`config.mk`:
```
export PLATFORM = sky130hd
export DESIGN_NAME = prga_decrypt
export DESIGN_NICKNAME = d
export VERILOG_FILES = /design/src/rtl/prga_decrypt.sv
export SDC_FILE = /design/constraint.sdc
export NUM_CORES = 1
export LEC_CHECK = 0
export ABC_CLOCK_PERIOD_IN_PS = 2600
export CELL_PAD_IN_SITES_DETAIL_PLACEMENT = 0
export CELL_PAD_IN_SITES_GLOBAL_PLACEMENT = 2
export CORE_MARGIN = 2
export CORE_UTILIZATION = 30
export DETAILED_ROUTE_END_ITERATION = 6
export HOLD_SLACK_MARGIN = 0.12
export PLACE_DENSITY_LB_ADDON = 0.2
export SLEW_MARGIN = 15
export SYNTH_ARGS = -nofsm -noshare
export SYNTH_HDL_FRONTEND = slang
export SYNTH_SLANG_ARGS = --single-unit
export TNS_END_PERCENT = 5
```
`constraint.sdc`:
```
create_clock -name clk -period 2.6 [get_ports clk]
set_input_delay 0.65 -clock clk [delete_from_list [all_inputs] [get_ports clk]]
set_output_delay 0.65 -clock clk [all_outputs]
set_load 0.05 [all_outputs]
```
`src/rtl/prga_decrypt.sv`:
```
// RC4 PRGA + XOR decrypt stage: walks the scrambled S array, writes plaintext to dec memory.
// Optional PRGA_ASCII_CHECK_EN aborts on the first byte outside 'a'..'z' / space and flags key_bad.
module prga_decrypt #(
   parameter int unsigned MSG_LEN = 32
) (
   input  logic       clk,
   input  logic       rst,
   input  logic       start,
   input  logic [7:0] s_q,
   output logic [7:0] s_addr,
   output logic [7:0] s_data,
   output logic       s_wr_en,
   output logic [7:0] enc_addr,
   input  logic [7:0] enc_q,
   output logic [7:0] dec_addr,
   output logic [7:0] dec_data,
   output logic       dec_wr_en,
   output logic       task_on,
   output logic       fin_strobe,
   output logic       key_bad
);

   typedef enum logic [3:0] {
      StIdle, StRdI, StLdI, StRdJ, StLdJ, StWrI, StWrJ, StRdF, StLdF, StWrD, StDone
   } state_e;

   localparam logic [7:0] LastK = 8'(MSG_LEN - 1);

   state_e     state_q, state_d;
   logic [7:0] i_q, i_d, j_q, j_d, k_q, k_d;
   logic [7:0] si_q, si_d, sj_q, sj_d, ek_q, ek_d, f_q, f_d;
   logic [7:0] plain;
   logic       bad_char;

   assign plain = f_q ^ ek_q;

`ifdef PRGA_ASCII_CHECK_EN
   logic key_bad_q, key_bad_d;

   assign bad_char = !(((plain >= 8'h61) && (plain <= 8'h7a)) || (plain == 8'h20));
   assign key_bad  = key_bad_q;

   always_comb begin
      key_bad_d = key_bad_q;
      if ((state_q == StIdle) && start) key_bad_d = 1'b0;
      else if ((state_q == StWrD) && bad_char) key_bad_d = 1'b1;
   end

   always_ff @(posedge clk) begin
      if (rst) key_bad_q <= 1'b0;
      else     key_bad_q <= key_bad_d;
   end
`else
   assign bad_char = 1'b0;
   assign key_bad  = 1'b0;
`endif

   always_comb begin
      state_d = state_q;
      i_d     = i_q;
      j_d     = j_q;
      k_d     = k_q;
      si_d    = si_q;
      sj_d    = sj_q;
      ek_d    = ek_q;
      f_d     = f_q;
      unique case (state_q)
         StIdle: begin
            if (start) begin
               i_d     = 8'd1;
               j_d     = 8'd0;
               k_d     = 8'd0;
               state_d = StRdI;
            end
         end
         StRdI: state_d = StLdI;
         StLdI: begin
            si_d    = s_q;
            ek_d    = enc_q;
            j_d     = j_q + s_q;
            state_d = StRdJ;
         end
         StRdJ: state_d = StLdJ;
         StLdJ: begin
            sj_d    = s_q;
            state_d = StWrI;
         end
         StWrI: state_d = StWrJ;
         StWrJ: state_d = StRdF;
         StRdF: state_d = StLdF;
         StLdF: begin
            f_d     = s_q;
            state_d = StWrD;
         end
         StWrD: begin
            if ((k_q == LastK) || bad_char) begin
               state_d = StDone;
            end else begin
               k_d     = k_q + 8'd1;
               i_d     = i_q + 8'd1;
               state_d = StRdI;
            end
         end
         StDone:  state_d = StIdle;
         default: state_d = StIdle;
      endcase
   end

   always_ff @(posedge clk) begin
      if (rst) begin
         state_q <= StIdle;
         i_q     <= 8'd0;
         j_q     <= 8'd0;
         k_q     <= 8'd0;
         si_q    <= 8'd0;
         sj_q    <= 8'd0;
         ek_q    <= 8'd0;
         f_q     <= 8'd0;
      end else begin
         state_q <= state_d;
         i_q     <= i_d;
         j_q     <= j_d;
         k_q     <= k_d;
         si_q    <= si_d;
         sj_q    <= sj_d;
         ek_q    <= ek_d;
         f_q     <= f_d;
      end
   end

   // Moore outputs: everything not driven by the current state stays at zero.
   always_comb begin
      s_addr     = 8'd0;
      s_data     = 8'd0;
      s_wr_en    = 1'b0;
      enc_addr   = 8'd0;
      dec_addr   = 8'd0;
      dec_data   = 8'd0;
      dec_wr_en  = 1'b0;
      fin_strobe = 1'b0;
      task_on    = (state_q != StIdle) && (state_q != StDone);
      unique case (state_q)
         StRdI: begin
            s_addr   = i_q;
            enc_addr = k_q;
         end
         StRdJ: s_addr = j_q;
         StWrI: begin
            s_addr  = i_q;
            s_data  = sj_q;
            s_wr_en = 1'b1;
         end
         StWrJ: begin
            s_addr  = j_q;
            s_data  = si_q;
            s_wr_en = 1'b1;
         end
         StRdF: s_addr = si_q + sj_q;
         StWrD: begin
            dec_addr  = k_q;
            dec_data  = plain;
            dec_wr_en = 1'b1;
         end
         StDone:  fin_strobe = 1'b1;
         default: ;
      endcase
   end

endmodule
```
==> metrics.txt, run 1 <==
HPWL after detailed placement 8266 um; CP startpoint kind flip-flop; Post-synth EDFFs 0; area leader, netlist dfxtp_1; leading cell type in the layout, fill and taps excluded nand2_1; CP top delay family compound AO/OA/AOI/OAI gates; Worst Hold Class reg -> reg; flops & latches, synth 60; LEAKAGE 0.002051 uW; vias in the first global route 3351; # setup viols final 5; Mapped Avg Cell Area 7.798 um^2; clk buf depth 2; Synth Warn # 0; syn nets 476; CTS root buffer clkbuf_16; violations in the final reports negative setup slack; Fmax 338.6 MHz; fin. max-slew vios 0; Final GP Congestion 0.8318; clock-pin slew on the worst setup and hold paths 60 ps; Hold-fix buffers, CTS 0; share of post-route cells with drive strength above 1 26.74%; worst path cell trace ha_4 -> inv_2 -> fa_2 -> nor2b_4 -> o21ai_2 -> a21boi_2 -> o21ai_2 -> and3_4 -> o31ai_4 -> buf_12; clock latency on the worst-skew pair 330 ps; Setup TNS -1206 ps; most frequent cells in the layout nand2_1 (79), dfxtp_1 (56), buf_4 (55); design area 5326 um^2; cts bufs inserted 9; Seq/Total Area, Yosys 35.09%; Die H 110.8 um; crit-path max FO 2; Tcrit/Tclk final 113.6%; num rows 39; max incr delay on CP 370 ps; Total Wirelength 11150 um; H-Tree Depth 3; Area growth, synth to finish 55.59%; Tmin final 2953 ps; number of instances in the placed design 671; Total GRT Usage 18.30%; core area 11270 um^2; Avg WL per Cell 16.19 um; slowest CP cell fa_2; synth top area cells dfxtp_1 (35%), nand2_1 (8.7%), a21oi_1 (6.6%); Cell Count, Final, Fillers Out 689; Mapped Area 3423 um^2; P per Cell Area 459.9 nW/um^2; largest net degree at the start of global routing 43; DRT Pass-1 Iters 4; number of remaining DRC errors 0; Gate Count Post-Synth 439; Via density 4.970; Die Wd 110.8 um; top-area cell type share of the netlist area 35.09%; clk_skew 6.064 ps; Distinct cells, synth 48; WS Path Type reg -> out; Starting Density 30.37%; CTS tree done; Worst R2R Setup Slack 450 ps; PnR Total Power 2450 uW; Final ANT Viol Nets 0; I/O Buffers 62; Layout Nets 579; final hold vios 0; Critical Path RT 1950 ps; clk sinks 60; grt ovf 0; global-route wire length before repair 17830 um; Ports 64; status finished with violations; post-place instance area 4940 um^2; antenna diode instance count 0; Most used DFF post-synth dfxtp_1; Final Util 47.25%; Starting DRT DRC Count 142; final setup margin -353.3 ps; total of max-cap violations 0; DR vias 3424; Crit path arrival time 2300 ps; worst ir drop on vdd 0.0002323 V; most common cell type on the critical path o21ai_2; Critical Path End Type primary output; initial antenna violation count 0; unrepaired setup endpoints after global routing true; area of the die 12280 um^2; Buf/Inv on CP 2; asr flop ratio synth 0%
## routing by layer
layer,wire [um],track usage (%),vias to the layer above
met5,0,0,-
met4,161,5.250,0
met3,389,3.335,15
met2,5452,30.84,81
met1,5151,23.99,1600
li1,-,-,1728
## cells in the mapped netlist (2+ instances only)
cell type and count:
nand2_1 79, dfxtp_1 60, nor2_1 48, a21oi_1 45
a22oi_1 19, and3_1 19, clkbuf_1 17, xnor2_1 17
ha_1 16, o21ai_0 13, xor2_1 12, inv_1 10
nor3_1 9, nand2b_1 7, nand4_1 5, a21o_1 4
a221o_1 4, nand3_1 4, nor2b_1 4, nor3_2 4
or3_1 4, a211oi_1 3, buf_2 3, o21a_1 3
a31oi_1 2, buf_6 2, fa_1 2, nand3b_1 2
nor3b_1 2, o31ai_1 2
## cells by family after synthesis
logic type | share of synthesized area (%)
and+or+nand+nor | 26.50
AOI/OAI and AO/OA | 19.37
DFF | 35.09
buffers and inverters | 4.495
adders and majority gates | 7.018
xor gates and xnor gates | 7.419
other | 0.1095
## power breakdown
group	internal (uW)	switching, uW
registers	945	21.8
logic	154	208
clock network	688	433
total	1790	663
## worst register-to-register path, delay by kind of cell, from the launching register on
family / cells / cell delay [ps]
AOI/OAI and AO/OA: 2 / 730
adders and majority gates: 1 / 270
buffers and inverters: 1 / 160
DFF: 1 / 350
and+or+nand+nor: 3 / 580
## metrics by stage
stage | setup slack, ps | hold slack, ps
finish | -353.3 | 456.8
global route | -462.1 | 485.7
CTS | -388.6 | 462.9
detailed placement | -301.6 | 455.1
global placement | -266.8 | 448.5
floorplan | -228.0 | 448.8
## worst paths after layout
kind | end | startpoint | depth (start not counted)
max | s_addr[6] | si_q[0]$_SDFFE_PP0P_ | 10
min | state_q[0]$_SDFFE_PP0P_ | state_q[0]$_SDFFE_PP0P_ | 1
max reg2reg | i_q[3]$_SDFFE_PP0P_ | k_q[0]$_SDFFE_PP0P_ | 7
min reg2reg | state_q[0]$_SDFFE_PP0P_ | state_q[0]$_SDFFE_PP0P_ | 1
## timing repair
item,CTS,global route
setup endpoints to repair,8,22
resized for setup,16,12
pin swaps,5,9
cloned,0,0
buffers inserted,2,1
## layout make-up
cell class                 count  area (um^2)
fill                        1087         5946
clock buffer                  11        252.7
sequential                    60         1206
clock inverter                 4        25.02
timing repair buffer         116         1454
tap                          143        178.9
inverter                      11        41.29
multi-input combinational    344         2168
## flip-flops by register name, summed over array words and instances (netlist names)
signal / count
ek_q: 8
f_q: 8
i_q: 8
j_q: 8
k_q: 8
si_q: 8
sj_q: 8
state_q: 4
Power figures use the tool's default switching activity.
==> run 2: changes to the inputs <==
--- a/config.mk
+++ b/config.mk
@@ -12,7 +12,7 @@
 export CORE_UTILIZATION = 30
 export DETAILED_ROUTE_END_ITERATION = 6
 export HOLD_SLACK_MARGIN = 0.12
-export PLACE_DENSITY_LB_ADDON = 0.2
+export PLACE_DENSITY = 0.87
 export SLEW_MARGIN = 15
 export SYNTH_ARGS = -nofsm -noshare
 export SYNTH_HDL_FRONTEND = slang
==> run 2 against run 1 <==
Against the previous run:
- the flow still finishes with violations (negative setup slack)
- hold slack improved by 9.4 ps
- global-route usage decreased by 1.1 points
- clock power increased by 16%
- first-iteration DRC count grew 29%
- final area grew 0.89%
- non-clock buffer count rose by 2
- critical path type unchanged
==> metrics.txt, run 2 (synthesized netlist as in run 1, its figures left out) <==
Die H 110.8 um (unchanged); Rel. slew slack 65.65%; Hold WS 466.2 ps (+9.438 ps); CTS tree done; Total GRT Usage 17.18% (-1.1 points); number of remaining DRC errors 0 (unchanged); CP startpoint kind flip-flop; Tmin final 2935 ps (-18.44 ps); Avg WL per Cell 15.19 um (-6.2%); worst ir drop on vdd 0.0003438 V (+48%); clk buf depth 2 (unchanged); WS Path Type reg -> out; post-place instance area 4927 um^2 (-0.25%); Via density 4.955 (-0.29%); Critical Path RT 1950 ps (about the same); Worst Hold Class reg -> reg; Starting DRT DRC Count 183 (+29%); violations in the final reports negative setup slack; most common cell type on the critical path o21ai_2; Die Wd 110.8 um (unchanged); Area growth, synth to finish 56.98%; initial antenna violation count 0 (unchanged); clk sinks 60 (unchanged); global-route wire length before repair 16950 um (-5.0%); CP top delay family compound AO/OA/AOI/OAI gates; grt ovf 0 (unchanged); final setup margin -334.9 ps (+18.44 ps); final hold vios 0 (unchanged); crit-path max FO 2 (unchanged); HPWL after detailed placement 7876 um (-4.7%); reg2reg path depth 7 (unchanged); area of the die 12280 um^2 (unchanged); hold-critical path depth 2 (+1); Fmax 340.7 MHz (+0.63%); CTS root buffer clkbuf_16; Final GP Congestion 0.8347 (+0.35%); FF-to-FF End k_q[3]$_SDFFE_PP0P_; clock-pin slew on the worst setup and hold paths 60 ps (about the same); max incr delay on CP 360 ps (about the same); Starting Density 30.37% (unchanged); Worst R2R Setup Slack 270 ps (-180 ps); hold path start ek_q[4]$_SDFFE_PP0P_; Critical Path End Type primary output; Final Util 47.67% (+0.42 points); largest net degree at the start of global routing 26 (-40%); hold-critical path endpoint ek_q[4]$_SDFFE_PP0P_; H-Tree Depth 3 (unchanged); Least-Margin Pin Slew 513.6 ps; Layout Nets 581 (+0.35%); cts bufs inserted 9 (unchanged); total of max-cap violations 0 (unchanged); LEAKAGE 0.002073 uW (+1.1%); # setup viols final 6 (+1); antenna diode instance count 0 (unchanged); num rows 39 (unchanged); Crit path arrival time 2280 ps (-20 ps); vias in the first global route 3331 (-0.60%); unrepaired setup endpoints after global routing true; Final ANT Viol Nets 0 (unchanged); leading cell type in the layout, fill and taps excluded nand2_1; DRT Pass-1 Iters 4 (unchanged); I/O Buffers 62 (unchanged); P per Cell Area 486.5 nW/um^2 (+5.8%); DR vias 3429 (+0.15%); Buf/Inv on CP 2 (unchanged); Ports 64 (unchanged); reg2reg start state_q[2]$_SDFFE_PP0P_; worst path cell trace ha_4 -> inv_2 -> fa_2 -> nor2b_4 -> o21ai_2 -> a21boi_2 -> o21ai_2 -> and3_4 -> o31ai_4 -> buf_12; core area 11270 um^2 (unchanged); clock latency on the worst-skew pair 330 ps (about the same); design area 5374 um^2 (+0.89%); share of post-route cells with drive strength above 1 27.14% (+0.40 points); most frequent cells in the layout nand2_1 (79), dfxtp_1 (58), buf_4 (58); slowest CP cell fa_2; status finished with violations; clk_skew 9.416 ps (+3.352 ps); fin. max-slew vios 0 (unchanged); Total Wirelength 10510 um (-5.7%); Tcrit/Tclk final 112.9% (-0.71 points)
==> run 2: cell types whose count changed in the layout (fill, tap and decap cells not counted), moves of 2 or more <==
| cell | before | now |
|---|---|---|
| dfxtp_2 | 4 | 2 |
| clkinv_4 | 0 | 3 |
| dfxtp_1 | 56 | 58 |
| buf_4 | 55 | 58 |
| clkinvlp_4 | 2 | 0 |
| bufinv_16 | 0 | 2 |
| clkbuf_8 | 2 | 0 |
==> run 2: layout make-up <==
| cell class | instances | area, um^2 |
|---|---|---|
| repair buffers | 118 | 1456 |
| flip-flops and latches | 60 | 1204 |
| inverters | 11 | 41.29 |
| multi-input cells | 344 | 2168 |
| clock inverters | 7 | 100.1 |
| clock buffers | 9 | 225.2 |
| well taps | 143 | 178.9 |
| fillers | 1096 | 5898 |
==> run 2: worst register-to-register path, delay by kind of cell, from the launching register on <==
family          cells  cell delay [ps]
simple gates        3              740
buf+inv             2              360
compound gates      2              700
flops               1              460
==> run 2: how the worst max path moves through the flow <==
stage / from / endpoint / slack [ps] / depth (start not counted)
final: si_q[0]$_SDFFE_PP0P_ / s_addr[6] / -330 / 10
after global routing: si_q[1]$_SDFFE_PP0P_ / s_addr[5] / -420 / 10
after CTS: sj_q[0]$_SDFFE_PP0P_ / s_addr[6] / -450 / 10
after detailed placement: si_q[0]$_SDFFE_PP0P_ / s_addr[6] / -340 / 10
after global placement: si_q[0]$_SDFFE_PP0P_ / s_addr[6] / -260 / 10
after floorplan: si_q[0]$_SDFFE_PP0P_ / s_addr[6] / -230 / 9
==> run 2: repair_timing <==
item                                    CTS  global route
pin swaps                                 9             9
buffers inserted                          1             4
endpoints found under the setup margin    6            18
resized for setup                        17             9
hold buffers                              0             0
==> run 2: report_power, final <==
part / internal (uW) / switching (uW) / total, uW
Combinational: 150 / 197 / 347
Sequential: 944 / 21.7 / 966
Clock: 845 / 457 / 1300
Total: 1940 / 676 / 2610
==> run 2: stage by stage <==
step	setup WS, ps	total power, uW	cells	TNS [ps]
6_report	-334.9	2615	692	-1529
5_1_grt	-424.4	2731	692	-1996
4_1_cts	-447.0	2640	688	-1778
3_5_place_dp	-337.6	1326	671	-1211
3_3_place_gp	-258.7	1321	671	-812.0
2_1_floorplan	-228.0	1177	439	-530.9
==> run 2: routing by layer <==
metal,GRT usage (%),vias up,part of all wire (%)
met3,3.499,10,4.9
met1,21.26,1597,43
met4,5.750,0,1.3
met5,0,-,0
li1,-,1730,-
met2,29.82,92,51
